### src/rtl/wrr_pop_controller_pkg.sv
// Shared definitions for the weighted round-robin pop controller:
// default parameter values and the FSM state encoding.
package wrr_pop_controller_pkg;

    localparam int unsigned DEFAULT_QUEUE_QUANTITY = 4;
    localparam int unsigned DEFAULT_DATA_BITS      = 8;
    localparam int unsigned DEFAULT_MAX_WEIGHT     = 64;

    typedef enum logic [1:0] {
        StIdle  = 2'd0,
        StLoad  = 2'd1,
        StServe = 2'd2
    } wrr_state_e;

endpackage

### src/rtl/wrr_pop_controller_if.sv
// FIFO-side and downstream-side signals of the WRR pop controller.
// master = controller, slave = FIFO bank plus downstream consumer.
interface wrr_pop_controller_if
    import wrr_pop_controller_pkg::*;
#(
    parameter int unsigned QUEUE_QUANTITY = DEFAULT_QUEUE_QUANTITY,
    parameter int unsigned DATA_BITS      = DEFAULT_DATA_BITS
);
    localparam int unsigned SEL_BITS = $clog2(QUEUE_QUANTITY);

    logic [QUEUE_QUANTITY-1:0]           buf_empty;
    logic [QUEUE_QUANTITY*DATA_BITS-1:0] fifo_data;
    logic [QUEUE_QUANTITY-1:0]           pop;
    logic                                out_ready;
    logic [DATA_BITS-1:0]                data_out;
    logic                                valid_out;
    logic [SEL_BITS-1:0]                 selector;
    logic                                selector_enb;

    modport master (
        input  buf_empty, fifo_data, out_ready,
        output pop, data_out, valid_out, selector, selector_enb
    );

    modport slave (
        output buf_empty, fifo_data, out_ready,
        input  pop, data_out, valid_out, selector, selector_enb
    );

endinterface

### src/rtl/wrr_next_queue.sv
// Rotating-priority search: first eligible queue at or after ptr,
// wrapping from N-1 back to 0.
module wrr_next_queue
    import wrr_pop_controller_pkg::*;
#(
    parameter int unsigned N = DEFAULT_QUEUE_QUANTITY,
    localparam int unsigned SEL_BITS = $clog2(N)
) (
    input  logic [SEL_BITS-1:0] ptr,
    input  logic [N-1:0]        eligible,
    output logic                found,
    output logic [SEL_BITS-1:0] index
);

    int unsigned cand;

    always_comb begin
        found = 1'b0;
        index = '0;
        cand  = 0;
        for (int unsigned off = 0; off < N; off++) begin
            cand = 32'(ptr) + off;
            if (cand >= N) begin
                cand = cand - N;
            end
            if (!found && eligible[cand]) begin
                found = 1'b1;
                index = SEL_BITS'(cand);
            end
        end
    end

endmodule

### src/rtl/wrr_pop_controller.sv
// Weighted round-robin pop controller: grants one FIFO at a time for up to
// its weight in pops. Optional macro WRR_GRANT_COUNT_EN adds grant_total.
module wrr_pop_controller
    import wrr_pop_controller_pkg::*;
#(
    parameter int unsigned QUEUE_QUANTITY = DEFAULT_QUEUE_QUANTITY,
    parameter int unsigned DATA_BITS      = DEFAULT_DATA_BITS,
    parameter int unsigned MAX_WEIGHT     = DEFAULT_MAX_WEIGHT,
    localparam int unsigned WEIGHT_BITS   = $clog2(MAX_WEIGHT),
    localparam int unsigned SEL_BITS      = $clog2(QUEUE_QUANTITY)
) (
    input  logic                                clk,
    input  logic                                rst,
    input  logic                                enb,
    input  logic [QUEUE_QUANTITY*WEIGHT_BITS-1:0] pesos,
`ifdef WRR_GRANT_COUNT_EN
    output logic [15:0]                         grant_total,
`endif
    wrr_pop_controller_if.master                bus
);

    wrr_state_e             state_q;
    logic [SEL_BITS-1:0]    ptr_q;
    logic [SEL_BITS-1:0]    selector_q;
    logic [WEIGHT_BITS-1:0] credit_q;
    logic [DATA_BITS-1:0]   data_q;
    logic                   valid_q;
    logic                   serving_q;

    logic [DATA_BITS-1:0]      head   [QUEUE_QUANTITY];
    logic [WEIGHT_BITS-1:0]    weight [QUEUE_QUANTITY];
    logic [QUEUE_QUANTITY-1:0] eligible;
    logic                      found;
    logic [SEL_BITS-1:0]       found_idx;
    logic [SEL_BITS-1:0]       next_ptr;
    logic                      pop_fire;
    logic [QUEUE_QUANTITY-1:0] pop_vec;

    always_comb begin
        for (int unsigned i = 0; i < QUEUE_QUANTITY; i++) begin
            head[i]     = bus.fifo_data[i*DATA_BITS +: DATA_BITS];
            weight[i]   = pesos[i*WEIGHT_BITS +: WEIGHT_BITS];
            eligible[i] = !bus.buf_empty[i] && (weight[i] != '0);
        end
    end

    wrr_next_queue #(
        .N (QUEUE_QUANTITY)
    ) u_next_queue (
        .ptr      (ptr_q),
        .eligible (eligible),
        .found    (found),
        .index    (found_idx)
    );

    assign next_ptr = (32'(selector_q) == QUEUE_QUANTITY - 1) ? '0 : selector_q + 1'b1;

    // Reset gates the strobe so an aborted grant never pops the FIFO.
    assign pop_fire = (state_q == StServe) && enb && !rst && bus.out_ready
                      && !bus.buf_empty[selector_q];

    always_comb begin
        pop_vec = '0;
        if (pop_fire) begin
            pop_vec[selector_q] = 1'b1;
        end
    end

    always_ff @(posedge clk) begin
        if (rst) begin
            state_q    <= StIdle;
            ptr_q      <= '0;
            selector_q <= '0;
            credit_q   <= '0;
            data_q     <= '0;
            valid_q    <= 1'b0;
            serving_q  <= 1'b0;
        end else begin
            valid_q <= 1'b0;
            if (enb) begin
                unique case (state_q)
                    StIdle: begin
                        if (|eligible) begin
                            state_q <= StLoad;
                        end
                    end
                    StLoad: begin
                        if (found) begin
                            selector_q <= found_idx;
                            credit_q   <= weight[found_idx];
                            serving_q  <= 1'b1;
                            state_q    <= StServe;
                        end else begin
                            state_q <= StIdle;
                        end
                    end
                    StServe: begin
                        if (pop_fire) begin
                            data_q   <= head[selector_q];
                            valid_q  <= 1'b1;
                            credit_q <= credit_q - WEIGHT_BITS'(1);
                            if (credit_q == WEIGHT_BITS'(1)) begin
                                ptr_q     <= next_ptr;
                                serving_q <= 1'b0;
                                state_q   <= StLoad;
                            end
                        end else if (bus.buf_empty[selector_q]) begin
                            // Queue drained early: leftover credit is forfeited.
                            ptr_q     <= next_ptr;
                            serving_q <= 1'b0;
                            state_q   <= StLoad;
                        end
                    end
                    default: state_q <= StIdle;
                endcase
            end
        end
    end

`ifdef WRR_GRANT_COUNT_EN
    logic [15:0] grant_q;

    always_ff @(posedge clk) begin
        if (rst) begin
            grant_q <= '0;
        end else if (pop_fire && (grant_q != 16'hFFFF)) begin
            grant_q <= grant_q + 16'd1;
        end
    end

    assign grant_total = grant_q;
`endif

    assign bus.pop          = pop_vec;
    assign bus.data_out     = data_q;
    assign bus.valid_out    = valid_q;
    assign bus.selector     = selector_q;
    assign bus.selector_enb = serving_q;

endmodule

### src/flat_wrapper.sv
// flat-port wrapper written by rule: the top's interface ports become plain ports
module wrr_pop_controller_flat import wrr_pop_controller_pkg::*;
#(
    parameter int unsigned QUEUE_QUANTITY = DEFAULT_QUEUE_QUANTITY,
    parameter int unsigned DATA_BITS      = DEFAULT_DATA_BITS,
    parameter int unsigned MAX_WEIGHT     = DEFAULT_MAX_WEIGHT,
    localparam int unsigned WEIGHT_BITS   = $clog2(MAX_WEIGHT),
    localparam int unsigned SEL_BITS      = $clog2(QUEUE_QUANTITY)
)
  (clk, rst, enb, pesos, bus_buf_empty, bus_fifo_data, bus_out_ready, bus_pop, bus_data_out, bus_valid_out, bus_selector, bus_selector_enb);
  wrr_pop_controller_if #(.QUEUE_QUANTITY(QUEUE_QUANTITY), .DATA_BITS(DATA_BITS)) bus_i ();
  input  logic clk;
  input  logic rst;
  input  logic enb;
  input  logic [QUEUE_QUANTITY*WEIGHT_BITS-1:0] pesos;
  input wire logic [$bits(bus_i.buf_empty)-1:0] bus_buf_empty;
  input wire logic [$bits(bus_i.fifo_data)-1:0] bus_fifo_data;
  input wire logic [$bits(bus_i.out_ready)-1:0] bus_out_ready;
  output wire logic [$bits(bus_i.pop)-1:0] bus_pop;
  output wire logic [$bits(bus_i.data_out)-1:0] bus_data_out;
  output wire logic [$bits(bus_i.valid_out)-1:0] bus_valid_out;
  output wire logic [$bits(bus_i.selector)-1:0] bus_selector;
  output wire logic [$bits(bus_i.selector_enb)-1:0] bus_selector_enb;
  assign bus_i.buf_empty = bus_buf_empty;
  assign bus_i.fifo_data = bus_fifo_data;
  assign bus_i.out_ready = bus_out_ready;
  assign bus_pop = bus_i.pop;
  assign bus_data_out = bus_i.data_out;
  assign bus_valid_out = bus_i.valid_out;
  assign bus_selector = bus_i.selector;
  assign bus_selector_enb = bus_i.selector_enb;
  wrr_pop_controller #(.QUEUE_QUANTITY(QUEUE_QUANTITY), .DATA_BITS(DATA_BITS), .MAX_WEIGHT(MAX_WEIGHT)) u_core (.clk(clk), .rst(rst), .enb(enb), .pesos(pesos), .bus(bus_i));
endmodule
### config.mk
export PLATFORM = sky130hd
export DESIGN_NAME = wrr_pop_controller_flat
export DESIGN_NICKNAME = d
export VERILOG_FILES = /design/src/rtl/wrr_pop_controller_pkg.sv /design/src/rtl/wrr_pop_controller_if.sv /design/src/rtl/wrr_next_queue.sv /design/src/rtl/wrr_pop_controller.sv /design/src/flat_wrapper.sv
export SDC_FILE = /design/constraint.sdc
export NUM_CORES = 1
export LEC_CHECK = 0
export BUFFER_PORTS_ARGS = -buffer_cell sky130_fd_sc_hd__buf_4
export CAP_MARGIN = 5
export CORE_UTILIZATION = 43
export DETAILED_ROUTE_END_ITERATION = 7
export GPL_TIMING_DRIVEN = 0
export HOLD_SLACK_MARGIN = 0.08
export PLACE_DENSITY = 0.77
export SLEW_MARGIN = 0
export SYNTH_ARGS = -nofsm -noshare
export SYNTH_HDL_FRONTEND = slang
export SYNTH_SLANG_ARGS = --single-unit
### constraint.sdc
create_clock -name clk -period 2.1 [get_ports clk]
set_input_delay 0.21 -clock clk [delete_from_list [all_inputs] [get_ports clk]]
set_output_delay 0.21 -clock clk [all_outputs]
set_load 0.005 [all_outputs]
==> results.md <==
* Largest net degree at the start of global routing at 14
* DR WL/cell at 15.0 um
* Crit path time final at 2130 ps
* First-pass GRT wire length at 7560 um
* DP Wirelength at 3850 um
* Max Freq at 469 MHz
* Hold Path Cell Cnt at 3
* Syn Area/Cell at 9.48 sq um
* Final clock skew at 4.98 ps
* Count leader, synth: nor2_1
* Power density over cell area at 475 nW/um^2
* Max Used Layer: met4
* Cells after Synth at 187
* Ys async rst share at 0%
* Placed instance area at 2430 sq um
* Clk slew on worst S/H paths at 90 ps
* CP Cell Sequence: mux4_2, nor3b_2, inv_2, a221oi_4, buf_6, a21oi_2, a21oi_2, a211oi_2
* Seq cells post-synth at 22
* Pins Over Slew Limit at 0
* Worst hold start: rst
* Clk buf depth at 2
* Crit path from: u_core.bus.selector[0]$_SDFFE_PP0P_
* Chip width at 66.2 um
* Ys flop type: dfxtp_1
* Initial antenna violation count at 0
* Max Cap Viol at 0
* H-Tree Depth at 1
* Failing checks: setup timing
* Crit Path Max Fanout at 5
* Core area at 3800 sq um
* Seq/Total Area, Yosys at 24.8%
* Finished Cell Area at 2610 sq um
* Area Overhead vs Synth at 47.0%
* Final Hold Fails at 0
* Status: finished, violations left
* CTS Buf Count at 3
* Total gr overflow at 0
* Diode count at 0
* Ports at 80
* Vias at 1737
* Die H at 66.2 um
* Final Cycle Share at 102%
* DRT iter0 DRCs at 93
* CTS Sinks at 22
* Antenna-violating nets left at 0
* Mapped Area at 1770 sq um
* Met2 wire len at 2510 um
* Post-synth cell types at 45
* Slew @ Worst Pin at 631 ps
* M1 WL at 2120 um
* DR DRC count at 0
* Fraction of layout cells with a size suffix above 1 at 49.3%
* Worst-Skew Late Latency at 270 ps
* Setup WS post-layout at -32.2 ps
* R2R cell count at 8
* Wire length on met3 at 206 um
* Worst rel slew slack at 58.0%
* Critical path class: reg2reg
* Die area at 4380 sq um
* Crit path top cell by count: a21oi_2
* Hold endpoint: u_core.credit_q[4]$_SDFFE_PP0P_
* Number of synthesized flops with an enable pin at 0
* Startpoint types: flop
* Synth area leaders: dfxtp_1, mux4_2, mux2i_1
* RSZ-0062 raised after global routing: true
* GRT Overall Usage at 22.6%
* Drt pass-1 iters at 4
* Hold Path Class: in2reg
* Max VDD drop at 0.417 mV
* R2r startpoint: u_core.bus.selector[0]$_SDFFE_PP0P_
* Root buffer cell: clkbuf_8
* Number of buffers added on ports at 79
* Crit. End Element: flop
* R2r setup slk at -30 ps
* Yosys Warn Count at 0
* Global placement routability congestion at 0.866
* Vias in the first global route at 1649
* Final setup viols at 3
* Leakage at 1.09 nW
* CP max stage cell: mux4_2
* Critical path arrival at 2260 ps
* Worst r2r dst: u_core.credit_q[5]$_SDFFE_PP0P_
* Initial core utilization at 46.7%
* Rows at 22
* Synthesized net count at 261
* Top-area cell type share of the netlist area at 24.8%
* Post-place setup slack at -288 ps
* Vias per inst at 5.33
* Leading area contributor after synthesis: dfxtp_1
* Final WL at 4890 um
* Fin Setup TNS at -44.1 ps
* WP data required at 2230 ps
* CTS tree: done
* Commonest cells post-synth: nor2_1, dfxtp_1, a21oi_1, mux2i_1, ha_1
* Delay of the slowest cell on the worst path at 560 ps
* Nets at 353
-- cell usage in the layout, fill, tap and decap left out, types with 5 or more instances in the layout --
cell,instances
a21oi_1,12
a31oi_1,5
buf_4,85
buf_6,5
dfxtp_1,20
ha_1,10
inv_1,7
mux2_2,8
mux2i_1,14
mux4_2,9
nand2_1,9
nor2_1,30
-- worst max-delay path: cells and delay by family (launching register included) --
family | cells | cell delay [ps]
muxes | 1 | 560
buffers and inverters | 2 | 250
DFF | 1 | 370
and+or+nand+nor | 1 | 200
AOI/OAI and AO/OA | 4 | 600
-- cell type report --
type,instances,area (sq um)
fill,307,1190
tap,48,60.1
clock inverter,1,30.0
clock buffer,3,41.3
buffer,7,46.3
multi-input combinational,149,1280
timing repair buffer,88,669
sequential,22,445
inverter,8,30.0
-- metal layers --
layer	up-vias	track usage, %
met3	6	3.62
met1	816	29.0
met2	43	39.2
met5	-	0
li1	872	-
met4	0	5.32
-- flip-flops by register name (all words and copies together), names as in the netlist --
name and flops:
u_core.ptr_q 2, u_core.bus.data_out 8, u_core.bus.selector 2, u_core.credit_q 6, u_core.bus.selector_enb 1, u_core.bus.valid_out 1, u_core.state_q 2
-- power by group --
group	total, mW	internal (mW)	switching, mW
clock	0.401	0.255	0.147
combinational	0.386	0.214	0.172
sequential	0.450	0.433	0.0170
-- worst max path at each step --
stage,to,slack [ps]
floorplan,u_core.credit_q[5]$_SDFFE_PP0P_,40
global placement,bus_pop[3],-240
detailed placement,bus_pop[3],-290
CTS,bus_pop[3],-80
global route,u_core.credit_q[5]$_SDFFE_PP0P_,-90
finish,u_core.credit_q[5]$_SDFFE_PP0P_,-30
-- through the flow --
stage | utilization, % | hold WS, ps | total power, mW | cells
final | 68.6 | 320 | 1.24 | 326
after global routing | 68.6 | 323 | 1.29 | 326
after CTS | 68.1 | 318 | 1.24 | 325
after detailed placement | 63.9 | 482 | 0.821 | 314
after global placement | 63.9 | 475 | 0.813 | 314
after floorplan | - | 455 | 0.672 | 187
-- logic make-up (layout without fill, tap and decap cells) --
family	count (synthesis)	in the layout	share of synthesized area, %
AO/OA/AOI/OAI	39	39	17.4
XOR/XNOR	1	1	0.494
adder cells (fa/ha/maj)	10	10	7.06
buffers and inverters	16	107	4.30
flip-flops	22	22	24.8
multiplexers	35	35	27.0
AND/OR/NAND/NOR	64	64	19.0
-- repair_timing --
item,4_1_cts,5_1_grt
gates cloned,1,0
buffers inserted,7,2
endpoints found under the setup margin,18,12
hold buffers,0,0
pin swaps,8,9
gates resized for setup,13,7
Power figures use the tool's default switching activity.
